### src/rtl/bcd_disp_pkg.sv
// Shared definitions for the BCD sum scan display.
//   SEG_*     : active-high {g,f,e,d,c,b,a} glyph codes
//   digit_t   : digit slot index (ones, tens, hundreds)
//   bcd_val_t : latched adder result {cout, tens, ones}
package bcd_disp_pkg;

  localparam logic [6:0] SEG_0     = 7'h3F;
  localparam logic [6:0] SEG_1     = 7'h06;
  localparam logic [6:0] SEG_2     = 7'h5B;
  localparam logic [6:0] SEG_3     = 7'h4F;
  localparam logic [6:0] SEG_4     = 7'h66;
  localparam logic [6:0] SEG_5     = 7'h6D;
  localparam logic [6:0] SEG_6     = 7'h7D;
  localparam logic [6:0] SEG_7     = 7'h07;
  localparam logic [6:0] SEG_8     = 7'h7F;
  localparam logic [6:0] SEG_9     = 7'h6F;
  localparam logic [6:0] SEG_E     = 7'h79;
  localparam logic [6:0] SEG_BLANK = 7'h00;

  localparam logic [3:0] BCD_MAX = 4'd9;

  typedef enum logic [1:0] {
    DIG_ONES = 2'd0,
    DIG_TENS = 2'd1,
    DIG_HUND = 2'd2
  } digit_t;

  typedef struct packed {
    logic       cout;
    logic [3:0] tens;
    logic [3:0] ones;
  } bcd_val_t;

endpackage

### src/rtl/bcd_to_seg7.sv
// Nibble to active-high 7-segment glyph; codes 10..15 render as 'E'.
//   nib     : input BCD nibble
//   glyph_c : combinational {g,f,e,d,c,b,a}
module bcd_to_seg7 (
  input  logic [3:0] nib,
  output logic [6:0] glyph_c
);
  import bcd_disp_pkg::*;

  always_comb begin
    glyph_c = SEG_E;
    case (nib)
      4'd0:    glyph_c = SEG_0;
      4'd1:    glyph_c = SEG_1;
      4'd2:    glyph_c = SEG_2;
      4'd3:    glyph_c = SEG_3;
      4'd4:    glyph_c = SEG_4;
      4'd5:    glyph_c = SEG_5;
      4'd6:    glyph_c = SEG_6;
      4'd7:    glyph_c = SEG_7;
      4'd8:    glyph_c = SEG_8;
      4'd9:    glyph_c = SEG_9;
      default: glyph_c = SEG_E;
    endcase
  end

endmodule

### src/rtl/bcd_sum_scan_display.sv
// Latches a BCD sum plus carry (0..199) and scans it onto a 3-digit
// multiplexed 7-segment display. New values are held in a pending buffer
// and committed only at frame end, so a frame never shows a mixed value.
//   clk, rst   : clock, asynchronous active-high reset
//   load       : capture {cout_in, sum_in} this edge
//   sum_in     : BCD {tens, ones}
//   cout_in    : hundreds digit (0/1)
//   seg, dp    : registered segment drive {g..a} and decimal point (unlit)
//   an         : registered digit enables {hundreds, tens, ones}
//   frame_tick : high during the commit cycle (last cycle of hundreds slot)
//   bcd_err    : displayed value contains a nibble above 9
module bcd_sum_scan_display #(
  parameter int unsigned SCAN_DIV       = 50000,
  parameter int unsigned BLANK_CYC      = 16,
  parameter bit          SEG_ACTIVE_LOW = 1'b1,
  parameter bit          AN_ACTIVE_LOW  = 1'b1
) (
  input  logic       clk,
  input  logic       rst,
  input  logic       load,
  input  logic [7:0] sum_in,
  input  logic       cout_in,
  output logic [6:0] seg,
  output logic       dp,
  output logic [2:0] an,
  output logic       frame_tick,
  output logic       bcd_err
);
  import bcd_disp_pkg::*;

  localparam int unsigned PW = (SCAN_DIV > 1) ? $clog2(SCAN_DIV) : 1;
  localparam logic [6:0] SEG_OFF = SEG_ACTIVE_LOW ? 7'h7F : 7'h00;
  localparam logic [2:0] AN_OFF  = AN_ACTIVE_LOW ? 3'b111 : 3'b000;

  logic [PW-1:0] presc_q, presc_d;
  digit_t        digit_q, digit_d;
  bcd_val_t      pend_q, pend_d, act_q, act_d;
  logic          pvld_q, pvld_d;
  logic          slot_end, commit;

  logic [3:0]    nib;
  logic [6:0]    glyph;
  logic [6:0]    seg_nxt;
  logic [2:0]    an_nxt;

  assign slot_end = (presc_q == PW'(SCAN_DIV - 1));
  assign commit   = slot_end && (digit_q == DIG_HUND);

  // Scan state and buffer registers
  always_ff @(posedge clk or posedge rst) begin
    if (rst) begin
      presc_q <= '0;
      digit_q <= DIG_ONES;
      pend_q  <= '0;
      act_q   <= '0;
      pvld_q  <= 1'b0;
    end else begin
      presc_q <= presc_d;
      digit_q <= digit_d;
      pend_q  <= pend_d;
      act_q   <= act_d;
      pvld_q  <= pvld_d;
    end
  end

  // Prescaler/digit advance and double-buffer update
  always_comb begin
    presc_d = presc_q + PW'(1);
    digit_d = digit_q;
    pend_d  = pend_q;
    pvld_d  = pvld_q;
    act_d   = act_q;
    if (slot_end) begin
      presc_d = '0;
      case (digit_q)
        DIG_ONES: digit_d = DIG_TENS;
        DIG_TENS: digit_d = DIG_HUND;
        default:  digit_d = DIG_ONES;
      endcase
    end
    if (commit) begin
      // A load landing on the commit edge bypasses the pending buffer.
      pvld_d = 1'b0;
      if (load)
        act_d = {cout_in, sum_in};
      else if (pvld_q)
        act_d = pend_q;
    end else if (load) begin
      pend_d = {cout_in, sum_in};
      pvld_d = 1'b1;
    end
  end

  bcd_to_seg7 u_glyph (
    .nib     (nib),
    .glyph_c (glyph)
  );

  // Digit select, leading-zero blanking and anti-ghost anode gap
  always_comb begin
    nib     = act_q.ones;
    seg_nxt = SEG_BLANK;
    an_nxt  = 3'b000;
    case (digit_q)
      DIG_ONES: begin
        nib     = act_q.ones;
        seg_nxt = glyph;
        an_nxt  = 3'b001;
      end
      DIG_TENS: begin
        nib     = act_q.tens;
        seg_nxt = (!act_q.cout && act_q.tens == 4'd0) ? SEG_BLANK : glyph;
        an_nxt  = 3'b010;
      end
      default: begin
        seg_nxt = act_q.cout ? SEG_1 : SEG_BLANK;
        an_nxt  = 3'b100;
      end
    endcase
    if (presc_q < PW'(BLANK_CYC))
      an_nxt = 3'b000;
  end

  // Output registers; polarity applied after blanking
  always_ff @(posedge clk or posedge rst) begin
    if (rst) begin
      seg <= SEG_OFF;
      dp  <= SEG_ACTIVE_LOW;
      an  <= AN_OFF;
    end else begin
      seg <= SEG_ACTIVE_LOW ? ~seg_nxt : seg_nxt;
      dp  <= SEG_ACTIVE_LOW;
      an  <= AN_ACTIVE_LOW ? ~an_nxt : an_nxt;
    end
  end

  assign frame_tick = commit;
  assign bcd_err    = (act_q.tens > BCD_MAX) | (act_q.ones > BCD_MAX);

endmodule
### config.mk
export PLATFORM = sky130hd
export DESIGN_NAME = bcd_sum_scan_display
export DESIGN_NICKNAME = d
export VERILOG_FILES = /design/src/rtl/bcd_disp_pkg.sv /design/src/rtl/bcd_to_seg7.sv /design/src/rtl/bcd_sum_scan_display.sv
export SDC_FILE = /design/constraint.sdc
export NUM_CORES = 1
export LEC_CHECK = 0
export BUFFER_PORTS_ARGS = -buffer_cell sky130_fd_sc_hd__buf_2
export CORE_ASPECT_RATIO = 1.2
export CORE_MARGIN = 10
export CORE_UTILIZATION = 50
export DETAILED_ROUTE_END_ITERATION = 6
export GPL_TIMING_DRIVEN = 0
export PLACE_DENSITY = 0.74
export SYNTH_ARGS = -nofsm -noshare
export SYNTH_HDL_FRONTEND = slang
export SYNTH_SLANG_ARGS = --single-unit
### constraint.sdc
create_clock -name clk -period 3.83 [get_ports clk]
set_input_delay 0.5745 -clock clk [delete_from_list [all_inputs] [get_ports clk]]
set_output_delay 0.5745 -clock clk [all_outputs]
set_load 0.05 [all_outputs]
---- Word-level counts from Yosys, hierarchy flattened ----
Memory sizes are Yosys's and may differ from the RTL's.
Index checks and enable logic that the tools add are counted.
W data, S select, Z words.
word-level totals
  output and inout port bits .............. 13
  ROM bits ................................ 112
  memories ................................ 1
  bits in writable memories ............... 0
  bits in latches ......................... 0
  bits of input ports ..................... 12
  bits in registers ....................... 47
memory list
  name             depth  bits a word  rd ports  clocked after Yosys merged registers in  write ports  line               RTL
  (no name shown)  16     7            1         0                                        0            bcd_to_seg7.sv:12  case (nib)
operators by class
  shift operators ......................... 0
  multiply operators ...................... 0
  equal/unequal tests ..................... 3
  bitwise gates (word level) .............. 4
  div/mod/pow operators ................... 0
  multiplexer cells ....................... 12
  order comparisons ....................... 3
  $add $sub $neg .......................... 1
  reductions and logical operators ........ 9
operator list
  cell                     count
  $mux W9                  2
  $add A16 B1 Y16 const B  1
  $eq A16 B16 Y1 const B   1
  $lt A16 B5 Y1 const B    1
  $mux W16                 1
  $pmux W7 S2              1
  $gt A4 B4 Y1 const B     2
  $mux W7                  1
  $not A7 Y7               1
  $mux W3                  2
  $pmux W3 S2              1
  $logic_not A4 Y1         1
  $mux W4                  1
  $pmux W2 S2              1
  $reduce_and A2 Y1        2
  $reduce_bool A2 Y1       2
  $not A3 Y3               1
  $eq A2 B1 Y1 const B     1
  $eq A2 B2 Y1 const B     1
  $logic_and A1 B1 Y1      2
  $logic_not A2 Y1         1
  $mux W1                  2
  $logic_not A1 Y1         1
  $not A1 Y1               1
  $or A1 B1 Y1             1

---- Longest topological paths before layout ----
Gate-level depths: netlist of the first run.
An unclocked memory read counts as a cell.
  word-level depth ........................ 6
  gate-level depth with buffers ........... 10
  mapped depth without buffers ............ 8

---- Modules after synthesis ----
A second synthesis of the first run with hierarchy kept.
second synthesis, totals
  cells, all modules ...................... 222
  area total of the unflattened synthesis .. 2386.0 sq um
by module, submodules not included
  module                area an instance (sq um)  cells each  seq. area each (sq um)  instances
  bcd_sum_scan_display  2195.9                    196         1188.6                  1
  bcd_to_seg7           190.2                     26          0.0                     1

---- Worst setup path before layout of the first run ----
Ideal clock, no wire load.
  path kind ............................... reg-to-output
  start point ............................. register presc_q[12]
  end point ............................... output port frame_tick
  stages on the path, launching flop included .. 5
  arrival ................................. 1.713 ns
  setup slack ............................. 1.543 ns
  cell sequence ........................... dfrtp_1 -> or4_4 -> nor4_4 -> nand2_2 -> clkinv_1
between the ends
  longest elaborated chain between the ends .. 2
RTL lines
  item                      line                        RTL
  start: declaration        bcd_sum_scan_display.sv:35  logic [PW-1:0] presc_q, presc_d;
  start signal: assignment  bcd_sum_scan_display.sv:58  presc_q <= presc_d;
  $eq A16 B16 Y1            bcd_sum_scan_display.sv:46  assign slot_end = (presc_q == PW'(SCAN_DIV - 1));
  $logic_and A1 B1 Y1       bcd_sum_scan_display.sv:47  assign commit = slot_end && (digit_q == DIG_HUND);
  end: declaration          bcd_sum_scan_display.sv:26  output logic frame_tick,
No other way between the ends.

---- Worst setup path after layout of the first run ----
Same ends and word-level chain as after synthesis.

==> results by group, run 1 <==
Outcome
  • Outcome: finished clean

Worst setup path
  • R2R cell count: 6
  • Critical path buffers and inverters: 2
  • WS Path Type: reg2out
  • Critical Path Source Type: flop
  • R2R Setup Slk: 1.53 ns
  • Top delay family on crit path: simple AND/OR/NAND/NOR gates
  • CP endpoint kind: primary output
  • Critical Path Slowest Stage Cell: or4_4
  • Origin of the critical flop-to-flop path: presc_q[12]$_DFF_PP0_
  • Max FO, Critical Path: 4
  • Slowest stage delay, CP: 0.57 ns
  • CP Cell Sequence: or4_4 -> nor4_4 -> nand2_2 -> clkinv_1 -> buf_2
  • CP arrival: 2.23 ns
  • Reg2Reg Capture Point: pend_q[0]$_DFFE_PP0P_
  • Critical path required time: 3.26 ns

Finish
  • Non-Filler Instances: 286
  • Layout fillers: 365
  • Commonest non-fill, non-tap cell in the layout: dfrtp_1
  • Final #Nets: 244
  • Synth-to-layout area growth: 15.0%
  • Finished Core Util: 60.4%
  • Layout cells sized above 1: 23.9%
  • Final Cell Area: 2610 um^2
  • N_diodes: 0
  • Most frequent cells in the layout: 37 x dfrtp_1, 24 x buf_2, 19 x nand2_1

Synth
  • Mux share of post-synthesis cell area: 7.28%
  • Post-Synthesis Cells: 198
  • Ys async rst share: 100%
  • Synth Area in Adders: 1.65%
  • Mean Syn Cell Area: 11.5 um^2
  • Warnings, synthesis: 0
  • Post-synth EDFFs: 0
  • Compound-cell area share of the yosys netlist: 12.7%
  • Synth Area in XOR/XNOR: 5.40%
  • Unique cell type count in the Yosys netlist: 43
  • Sequential share of the synthesized area: 52.4%
  • Primary flip-flop cell chosen by synthesis mapping: dfrtp_1
  • #FFs+latches synth: 47
  • Post-Synth Simple-Gate Area: 18.1%
  • Synthesized Nets: 213
  • Largest family of logic cells by synthesized area: simple AND/OR/NAND/NOR gates
  • Synthesized area: 2270 um^2

Power
  • Gate power share: 3.7%
  • Sw frac: 19.4%
  • Pwr Total: 968 uW
  • IR drop worst, VDD: 309 uV
  • Lkg Pwr: 1.21 nW
  • P_sw: 188 uW
  • Cell-internal power: 780 uW
  • Clock power frac: 43.6%
  • Register share of total power: 52.7%
  • Power density cells: 371 nW/um^2

Place
  • Dpl hpwl: 3030 um
  • DP Worst Slack: 1.33 ns
  • Area after DPL: 2470 um^2
  • IO Port Bufs: 23
  • Placed Cells: 278
  • RePlAce Congestion: 0.779

Timing
  • Crit path time final: 2.81 ns
  • Relative slew slack: 53.3%
  • RSZ-0062 raised after global routing: false
  • Setup ws final: 1.02 ns
  • # setup viols final: 0
  • Worst hold slack: 0.198 ns
  • Fin. Hold Viols: 0
  • Fin. max-slew vios: 0
  • Final setup TNS: 0 ns
  • Fmax: 356 MHz
  • Worst Skew: 0.00885 ns
  • Final worst-path cycle share: 73.3%
  • Slew @ Worst Pin: 0.681 ns

Routing
  • Vias per cell: 5.51
  • Initial detailed-routing violation count: 94
  • Detailed-route wire length: 4290 um
  • DRC: 0
  • Via count: 1575
  • DR pass1 iterations: 4
  • Avg WL per Cell: 15.0 um
  • Final ANT Viol Nets: 0

Clocking
  • Cts hold-fix bufs: 0
  • Clk buf depth: 2
  • CTS tree: yes
  • Worst-skew pair later-pin latency: 0.30 ns
  • Postcts setup bufs: 0
  • Gates resized, CTS repair: 0
  • Clk sinks: 47
  • # H-tree levels: 2
  • Cts bufs inserted: 5
  • Clock-pin slew of the registers on the worst-case setup and hold paths: 0.08 ns
  • Root Buffer: clkbuf_8

Global routing
  • Total track usage: 12.5%
  • Overflow after GRT: 0
  • Vias in the first global route: 1609
  • First-pass GRT wire length: 7680 um
  • Largest net degree at the start of global routing: 38
  • Initial antenna violation count: 0

Floorplan
  • IO Count: 25
  • Placeable Area: 4330 um^2
  • Initial Util: 52.5%
  • Die width: 81.5 um
  • Die Y: 93.8 um
  • Die area: 7650 um^2
  • Row count: 26

Run
  • Max cap viols: 0

Hold path
  • Hold Crit Class: in2async
[layer usage]
layer	wire [um]	global-route usage, %
met3	274	4.02
met5	0	0
met4	44	4.77
met2	1980	18.9
met1	1990	16.0
[how the worst max path moves through the flow]
stage | slack (ns) | cells past startpoint | start | end
4_1_cts | 0.99 | 5 | presc_q[12]$_DFF_PP0_ | frame_tick
6_report | 1.02 | 5 | presc_q[12]$_DFF_PP0_ | frame_tick
3_3_place_gp | 1.35 | 5 | presc_q[12]$_DFF_PP0_ | frame_tick
2_1_floorplan | 1.54 | 4 | presc_q[12]$_DFF_PP0_ | frame_tick
3_5_place_dp | 1.33 | 5 | presc_q[12]$_DFF_PP0_ | frame_tick
5_1_grt | 0.86 | 5 | presc_q[12]$_DFF_PP0_ | frame_tick
[worst register-to-register path, stage by stage, from the launching register on]
cell and delay (ns):
dfrtp_1 0.44, or4_4 0.57, nor4_4 0.46, nand2_2 0.11, buf_6 0.18, nand2_8 0.12, mux2_1 0.32
[state kept, by name, summed over array words and instances, names as in the netlist]
name / cells
act_q: 9
pend_q: 9
presc_q: 16
digit_q: 2
an: 3
seg: 7
pvld_q: 1
[synth_stat cells, types with 4 or more instances]
| cell | count | area (um^2) |
|---|---|---|
| mux2_1 | 9 | 101 |
| nand2_1 | 19 | 71.3 |
| dfrtp_1 | 37 | 926 |
| dfstp_2 | 10 | 263 |
| o22a_1 | 9 | 78.8 |
| xor2_1 | 7 | 61.3 |
| o21ai_0 | 7 | 35.0 |
| nand2b_1 | 11 | 68.8 |
| o221a_1 | 9 | 101 |
| clkbuf_1 | 4 | 15.0 |
| nand4_1 | 5 | 31.3 |
| nor2_1 | 16 | 60.1 |
| xnor2_1 | 7 | 61.3 |
[area by class of cell]
cell class                      instances  area, um^2  area share, %
Buffer                                  7        38.8           1.49
Clock buffer                            5        68.8           2.64
Clock inverter                          3        67.6           2.59
Inverter                                4        15.0          0.575
Multi-Input combinational cell        140        1030           39.3
Sequential cell                        47        1190           45.5
Tap cell                               56        70.1           2.68
Timing Repair Buffer                   24         135           5.17
[kinds of logic (layout without fill, tap and decap cells)]
kind of cell,count (synthesis),after routing
simple gates,72,72
flops,47,47
compound gates,35,35
mux,15,15
xor+xnor,14,14
buf+inv,11,43
fa+ha+maj,3,3
other cells,1,1
[power groups by stage]
stage | clock (mW) | combinational [mW] | sequential, mW
finish | 0.422 | 0.0359 | 0.511
global route | 0.453 | 0.0409 | 0.512
CTS | 0.433 | 0.0370 | 0.510
detailed placement | 0 | 0.0368 | 0.520
global placement | 0 | 0.0335 | 0.520
floorplan | 0 | 0.0216 | 0.519
(Power assumes the default switching activity.)
==> inputs of run 2 (changes only) <==
--- a/config.mk
+++ b/config.mk
@@ -11,7 +11,7 @@
 export CORE_UTILIZATION = 50
 export DETAILED_ROUTE_END_ITERATION = 6
 export GPL_TIMING_DRIVEN = 0
-export PLACE_DENSITY = 0.74
+export PLACE_DENSITY = 0.76
 export SYNTH_ARGS = -nofsm -noshare
 export SYNTH_HDL_FRONTEND = slang
 export SYNTH_SLANG_ARGS = --single-unit
==> constraint.sdc (replaced) <==
create_clock -name clk -period 2.3 [get_ports clk]
set_input_delay 0.345 -clock clk [delete_from_list [all_inputs] [get_ports clk]]
set_output_delay 0.345 -clock clk [all_outputs]
set_load 0.05 [all_outputs]
==> run 2 against run 1 <==
Global-route usage fell by 0.40 points. Critical endpoint unchanged. Wire length decreased by 4.2%. Clock power increased by 30%. First-iteration DRC count up 18%. Power increased by 51%. Non-clock buffer count is 1 higher.
==> results by group, run 2 (synthesis gave the netlist of run 1 again) <==
Outcome
  • Outcome: finished clean

Clocking
  • CTS tree: yes
  • Worst-skew pair later-pin latency: 0.31 ns (about the same)
  • Clk buf depth: 2 (unchanged)
  • Clk sinks: 47 (unchanged)
  • Root Buffer: clkbuf_8
  • Clock-pin slew of the registers on the worst-case setup and hold paths: 0.09 ns (about the same)
  • Cts bufs inserted: 5 (unchanged)
  • # H-tree levels: 2 (unchanged)
  • Cts hold-fix bufs: 0 (unchanged)

Routing
  • Final ANT Viol Nets: 0 (unchanged)
  • Avg WL per Cell: 14.3 um (-4.5%)
  • Via count: 1608 (+2.1%)
  • DR pass1 iterations: 4 (unchanged)
  • Vias per cell: 5.60 (+1.7%)
  • DRC: 0 (unchanged)
  • Detailed-route wire length: 4110 um (-4.2%)
  • Initial detailed-routing violation count: 111 (+18%)

Finish
  • Layout cells sized above 1: 24.7% (+0.76 points)
  • Layout fillers: 365 (unchanged)
  • Synth-to-layout area growth: 14.3%
  • Commonest non-fill, non-tap cell in the layout: dfrtp_1
  • Final Cell Area: 2590 um^2 (-0.67%)
  • Top Registers: presc_q x16, act_q x9, pend_q x9
  • Largest register FFs: 16 (unchanged)
  • Final #Nets: 245 (+0.41%)
  • Most frequent cells in the layout: 37 x dfrtp_1, 23 x buf_2, 19 x nand2_1
  • N_diodes: 0 (unchanged)
  • Reg with most FFs: presc_q

Floorplan
  • Die Y: 93.8 um (unchanged)
  • Initial Util: 52.5% (unchanged)
  • Die area: 7650 um^2 (unchanged)
  • Row count: 26 (unchanged)
  • Die width: 81.5 um (unchanged)
  • IO Count: 25 (unchanged)
  • Placeable Area: 4330 um^2 (unchanged)

Power
  • IR drop worst, VDD: 543 uV (+76%)
  • Power density cells: 562 nW/um^2 (+52%)
  • Sw frac: 21.9% (+2.4 points)
  • Cell-internal power: 1.14 mW (+46%)
  • P_sw: 319 uW (+70%)
  • Register share of total power: 58.3% (+5.6 points)
  • Gate power share: 4.1% (+0.4 points)
  • Lkg Pwr: 1.20 nW (-0.37%)
  • Clock power frac: 37.7% (-5.9 points)

Timing
  • # setup viols final: 0 (unchanged)
  • RSZ-0062 raised after global routing: true
  • Relative slew slack: 50.5% (-2.8 points)
  • Fin. max-slew vios: 0 (unchanged)
  • Crit path time final: 2.22 ns
  • Worst Skew: 0.0120 ns (+0.00316 ns)
  • Final worst-path cycle share: 96.7%
  • Fmax: 450 MHz
  • Fin. Hold Viols: 0 (unchanged)
  • Worst hold slack: 0.0477 ns (-0.150 ns)
  • Slew @ Worst Pin: 0.721 ns (+0.0401 ns)

Worst setup path
  • Max FO, Critical Path: 4 (unchanged)
  • CP Cell Sequence: or4_4 -> nor4_4 -> nand2_2 -> clkinv_1 -> buf_6
  • CP endpoint kind: primary output
  • Slowest stage delay, CP: 0.57 ns (about the same)
  • Critical Path Source Type: flop
  • CP arrival: 1.88 ns (-0.35 ns)
  • Critical Path Slowest Stage Cell: or4_4
  • Critical path required time: 1.96 ns (-1.30 ns)
  • WS Path Type: reg2out

Run
  • Max cap viols: 0 (unchanged)

Global routing
  • Largest net degree at the start of global routing: 27 (-29%)
  • Initial antenna violation count: 0 (unchanged)
  • Vias in the first global route: 1686 (+4.8%)
  • Total track usage: 12.1% (-0.40 points)
  • First-pass GRT wire length: 7400 um (-3.7%)
  • Overflow after GRT: 0 (unchanged)

Hold path
  • Hold Crit Class: in2async

Place
  • IO Port Bufs: 23 (unchanged)
  • RePlAce Congestion: 0.756 (-2.9%)
  • Area after DPL: 2470 um^2 (unchanged)
  • Dpl hpwl: 2960 um (-2.4%)
run 2: cell count changes in the layout (fill, tap and decap cells not counted):
cell,change
buf_4,+1
bufinv_16,-2
buf_2,-1
clkbuf_8,+2
clkbuf_1,-1
buf_6,+1
clkbuf_2,+1
run 2: metrics by stage:
step / power [mW] / setup TNS [ns] / setup WS [ns] / util [%] / std cells
after global routing: 1.51 / -0.0324 / -0.0324 / 59.9 / 287
after global placement: 0.921 / 0 / 0.0286 / 56.7 / 277
after CTS: 1.47 / 0 / 0.0256 / 59.8 / 287
after floorplan: 0.900 / 0 / 0.0506 / - / 198
after detailed placement: 0.927 / 0 / 0.000228 / 57.2 / 278
final: 1.46 / 0 / 0.0755 / 59.9 / 287
run 2: timing repair:
action,in CTS,in global routing
buffers inserted,1,0
resized for setup,1,3
setup endpoints to repair,10,2
pin swaps,1,0
run 2: cell type report:
class	instances	area [um^2]	share of cell area (%)
flip-flops and latches	47	1190	45.8
clock inverters	1	7.51	0.289
well taps	56	70.1	2.70
multi-input cells	140	1030	39.6
plain buffers	7	40.0	1.54
inverters	4	15.0	0.579
repair buffers	25	149	5.74
clock buffers	7	96.3	3.71
run 2: worst paths after layout:
kind                                          end  cells past startpoint  slack [ns]                   from
setup / recovery                       frame_tick                      5        0.08  presc_q[12]$_DFF_PP0_
hold / removal              pend_q[4]$_DFFE_PP0P_                      2        0.05                    rst
setup reg to reg           digit_q[1]$_DFFE_PP0N_                      5        0.24  presc_q[12]$_DFF_PP0_
hold reg to reg              presc_q[0]$_DFF_PP0_                      1        0.49   presc_q[0]$_DFF_PP0_
max in group asynchronous         an[1]$_DFF_PP1_                      3        1.68                    rst
min in group clk            pend_q[3]$_DFFE_PP0P_                      2        0.26              sum_in[3]
run 2: worst max-delay path: cells and delay by family (launching register included):
| kind | cells | cell delay (ns) |
|---|---|---|
| flip-flops | 1 | 0.43 |
| buffers and inverters | 2 | 0.28 |
| AND/OR/NAND/NOR | 3 | 0.87 |
run 2: metal layers:
layer | global-route usage [%] | share of wire (%)
met5 | 0 | 0
met4 | 5.92 | 2.1
met3 | 3.54 | 4.8
met2 | 19.1 | 47
met1 | 14.5 | 46
run 2: power groups by stage:
stage	Clock (mW)	Sequential, mW	Combinational [mW]
after CTS	0.561	0.850	0.0610
after global placement	0	0.865	0.0558
after detailed placement	0	0.866	0.0610
after global routing	0.587	0.852	0.0679
after floorplan	0	0.864	0.0360
final	0.549	0.850	0.0594
==> inputs of run 3 (changes only) <==
--- a/config.mk
+++ b/config.mk
@@ -6,12 +6,12 @@
 export NUM_CORES = 1
 export LEC_CHECK = 0
 export BUFFER_PORTS_ARGS = -buffer_cell sky130_fd_sc_hd__buf_2
-export CORE_ASPECT_RATIO = 1.2
+export CORE_ASPECT_RATIO = 0.8
 export CORE_MARGIN = 10
-export CORE_UTILIZATION = 50
+export CORE_UTILIZATION = 52
 export DETAILED_ROUTE_END_ITERATION = 6
 export GPL_TIMING_DRIVEN = 0
-export PLACE_DENSITY = 0.76
+export PLACE_DENSITY = 0.79
 export SYNTH_ARGS = -nofsm -noshare
 export SYNTH_HDL_FRONTEND = slang
 export SYNTH_SLANG_ARGS = --single-unit
==> run 3 against run 2 <==
The flow now finishes with violations (negative setup slack). Hold slack got worse by 0.046 ns. Maximum frequency is 4.2% lower. First-iteration DRC count decreased by 18%. Final cell count grew 2.4%. Clock power is 30% higher. Die area down 2.9%. Global-route usage rose by 0.27 points. Core utilization grew 4.8 points. Flip-flop and latch count unchanged. Critical path depth unchanged. Highest routed layer unchanged.
==> results by group, run 3 (synthesis gave the netlist of run 1 again) <==
Outcome
  • Outcome: complete, but fails checks
  • Failing checks: negative setup slack

Floorplan
  • Die width: 93.9 um (+15%)
  • Row count: 21 (-19%)
  • Placeable Area: 4200 um^2 (-2.8%)
  • IO Count: 25 (unchanged)
  • Initial Util: 54.0% (+1.5 points)
  • Die Y: 79.1 um (-16%)
  • Die area: 7420 um^2 (-2.9%)

Finish
  • Reg with most FFs: presc_q
  • Layout fillers: 325 (-11%)
  • Top Registers: presc_q x16, act_q x9, pend_q x9
  • Most frequent cells in the layout: 37 x dfrtp_1, 22 x buf_2, 19 x nand2_1
  • Layout cells sized above 1: 30.4% (+5.7 points)
  • Synth-to-layout area growth: 19.9%
  • Commonest non-fill, non-tap cell in the layout: dfrtp_1
  • Largest register FFs: 16 (unchanged)
  • N_diodes: 0 (unchanged)
  • Final #Nets: 251 (+2.4%)

Worst setup path
  • CP endpoint kind: primary output
  • R2R Setup Slk: 0.01 ns (-0.23 ns)
  • Max FO, Critical Path: 3 (-1)
  • Critical path required time: 1.96 ns (about the same)
  • CP arrival: 1.98 ns (+0.10 ns)
  • Reg2Reg Capture Point: pend_q[4]$_DFFE_PP0P_
  • WS Path Type: reg2out
  • R2R cell count: 7 (+2)
  • Origin of the critical flop-to-flop path: presc_q[7]$_DFF_PP0_
  • Critical Path Source Type: flop

Routing
  • Initial detailed-routing violation count: 91 (-18%)
  • Detailed-route wire length: 4630 um (+12%)
  • Avg WL per Cell: 15.7 um (+9.8%)
  • DRC: 0 (unchanged)
  • Final ANT Viol Nets: 0 (unchanged)
  • Via count: 1626 (+1.1%)
  • Vias per cell: 5.53 (-1.3%)
  • DR pass1 iterations: 4 (unchanged)

Clocking
  • Clk sinks: 47 (unchanged)
  • Root Buffer: clkbuf_8
  • Cts bufs inserted: 5 (unchanged)
  • Cts hold-fix bufs: 0 (unchanged)
  • CTS tree: yes
  • Clock-pin slew of the registers on the worst-case setup and hold paths: 0.09 ns (about the same)
  • Clk buf depth: 2 (unchanged)
  • Worst-skew pair later-pin latency: 0.30 ns (about the same)
  • # H-tree levels: 2 (unchanged)

Timing
  • Crit path time final: 2.32 ns (+0.0977 ns)
  • Relative slew slack: 50.7% (+0.18 points)
  • Final setup TNS: -0.0222 ns (-0.0222 ns)
  • Setup ws final: -0.0222 ns (-0.0977 ns)
  • Slew @ Worst Pin: 0.719 ns (-0.00260 ns)
  • Final worst-path cycle share: 101% (+4.2 points)
  • RSZ-0062 raised after global routing: true
  • Fin. Hold Viols: 0 (unchanged)
  • Fin. max-slew vios: 0 (unchanged)
  • # setup viols final: 1 (+1)
  • Fmax: 431 MHz (-4.2%)
  • Worst Skew: 0.00644 ns (-0.00557 ns)

Place
  • Dpl hpwl: 3180 um (+7.7%)
  • DP Worst Slack: -0.0217 ns (-0.0219 ns)
  • RePlAce Congestion: 0.828 (+9.5%)
  • IO Port Bufs: 23 (unchanged)

Global routing
  • Initial antenna violation count: 0 (unchanged)
  • First-pass GRT wire length: 7470 um (+0.93%)
  • Largest net degree at the start of global routing: 33 (+22%)
  • Vias in the first global route: 1580 (-6.3%)
  • Total track usage: 12.3% (+0.27 points)
  • Overflow after GRT: 0 (unchanged)

Power
  • Lkg Pwr: 1.29 nW (+7.3%)
  • IR drop worst, VDD: 337 uV (-38%)
  • Pwr Total: 1.64 mW (+13%)
  • Power density cells: 604 nW/um^2 (+7.4%)

Hold path
  • Hold Crit Class: in2async

Run
  • Max cap viols: 0 (unchanged)
-- run 3: area by class of cell --
cell class	count	area (um^2)	area share, %
plain buffers	7	45.0	1.66
clock buffers	5	68.8	2.53
clock inverters	3	67.6	2.48
inverters	4	17.5	0.644
multi-input cells	140	1060	39.0
flip-flops and latches	47	1190	43.7
well taps	57	71.3	2.62
repair buffers	31	201	7.40
-- run 3: through the flow --
stage	area, um^2	hold slack [ns]	cells	util [%]
finish	2720	0.00176	294	64.7
global route	2720	0.00981	294	64.7
global placement	2460	0.476	278	58.4
floorplan	2270	0.436	198	-
CTS	2620	0.00604	288	62.4
detailed placement	2480	0.336	279	58.9
-- run 3: what timing repair did --
action                     CTS  global route
resized for setup            1            17
cloned                       0             0
buffers inserted             1             6
setup endpoints to repair   10             1
pin swaps                    1             9
-- run 3: layer usage --
| layer | global-route usage (%) | up-vias | wire, um |
|---|---|---|---|
| li1 | - | 785 | - |
| met1 | 17.1 | 784 | 2270 |
| met2 | 17.2 | 50 | 2000 |
| met3 | 3.48 | 7 | 298 |
| met4 | 5.76 | 0 | 59 |
| met5 | 0 | - | 0 |
-- run 3: worst max-delay path: stages (launching register included) --
cell and delay, ns:
dfrtp_1 0.41, or4_4 0.56, nor4_4 0.34, nand2_2 0.12
inv_4 0.09, buf_8 0.14
-- run 3: how the worst max path moves through the flow --
stage               slack, ns  depth (start not counted)                    end             startpoint
floorplan                0.05                          6   act_q[0]$_DFFE_PP0P_  presc_q[12]$_DFF_PP0_
global placement         0.02                          6  pend_q[3]$_DFFE_PP0P_  presc_q[12]$_DFF_PP0_
detailed placement      -0.02                          6  pend_q[2]$_DFFE_PP0P_  presc_q[12]$_DFF_PP0_
CTS                      0.01                          5             frame_tick  presc_q[12]$_DFF_PP0_
global route            -0.09                          5             frame_tick   presc_q[7]$_DFF_PP0_
finish                  -0.02                          5             frame_tick   presc_q[7]$_DFF_PP0_
-- run 3: report_power, final --
group,internal [mW],switching [mW],total (mW),leakage (nW)
Sequential,0.842,0.00890,0.851,0.581
Clock,0.433,0.281,0.715,0.0644
Combinational,0.0380,0.0396,0.0777,0.646
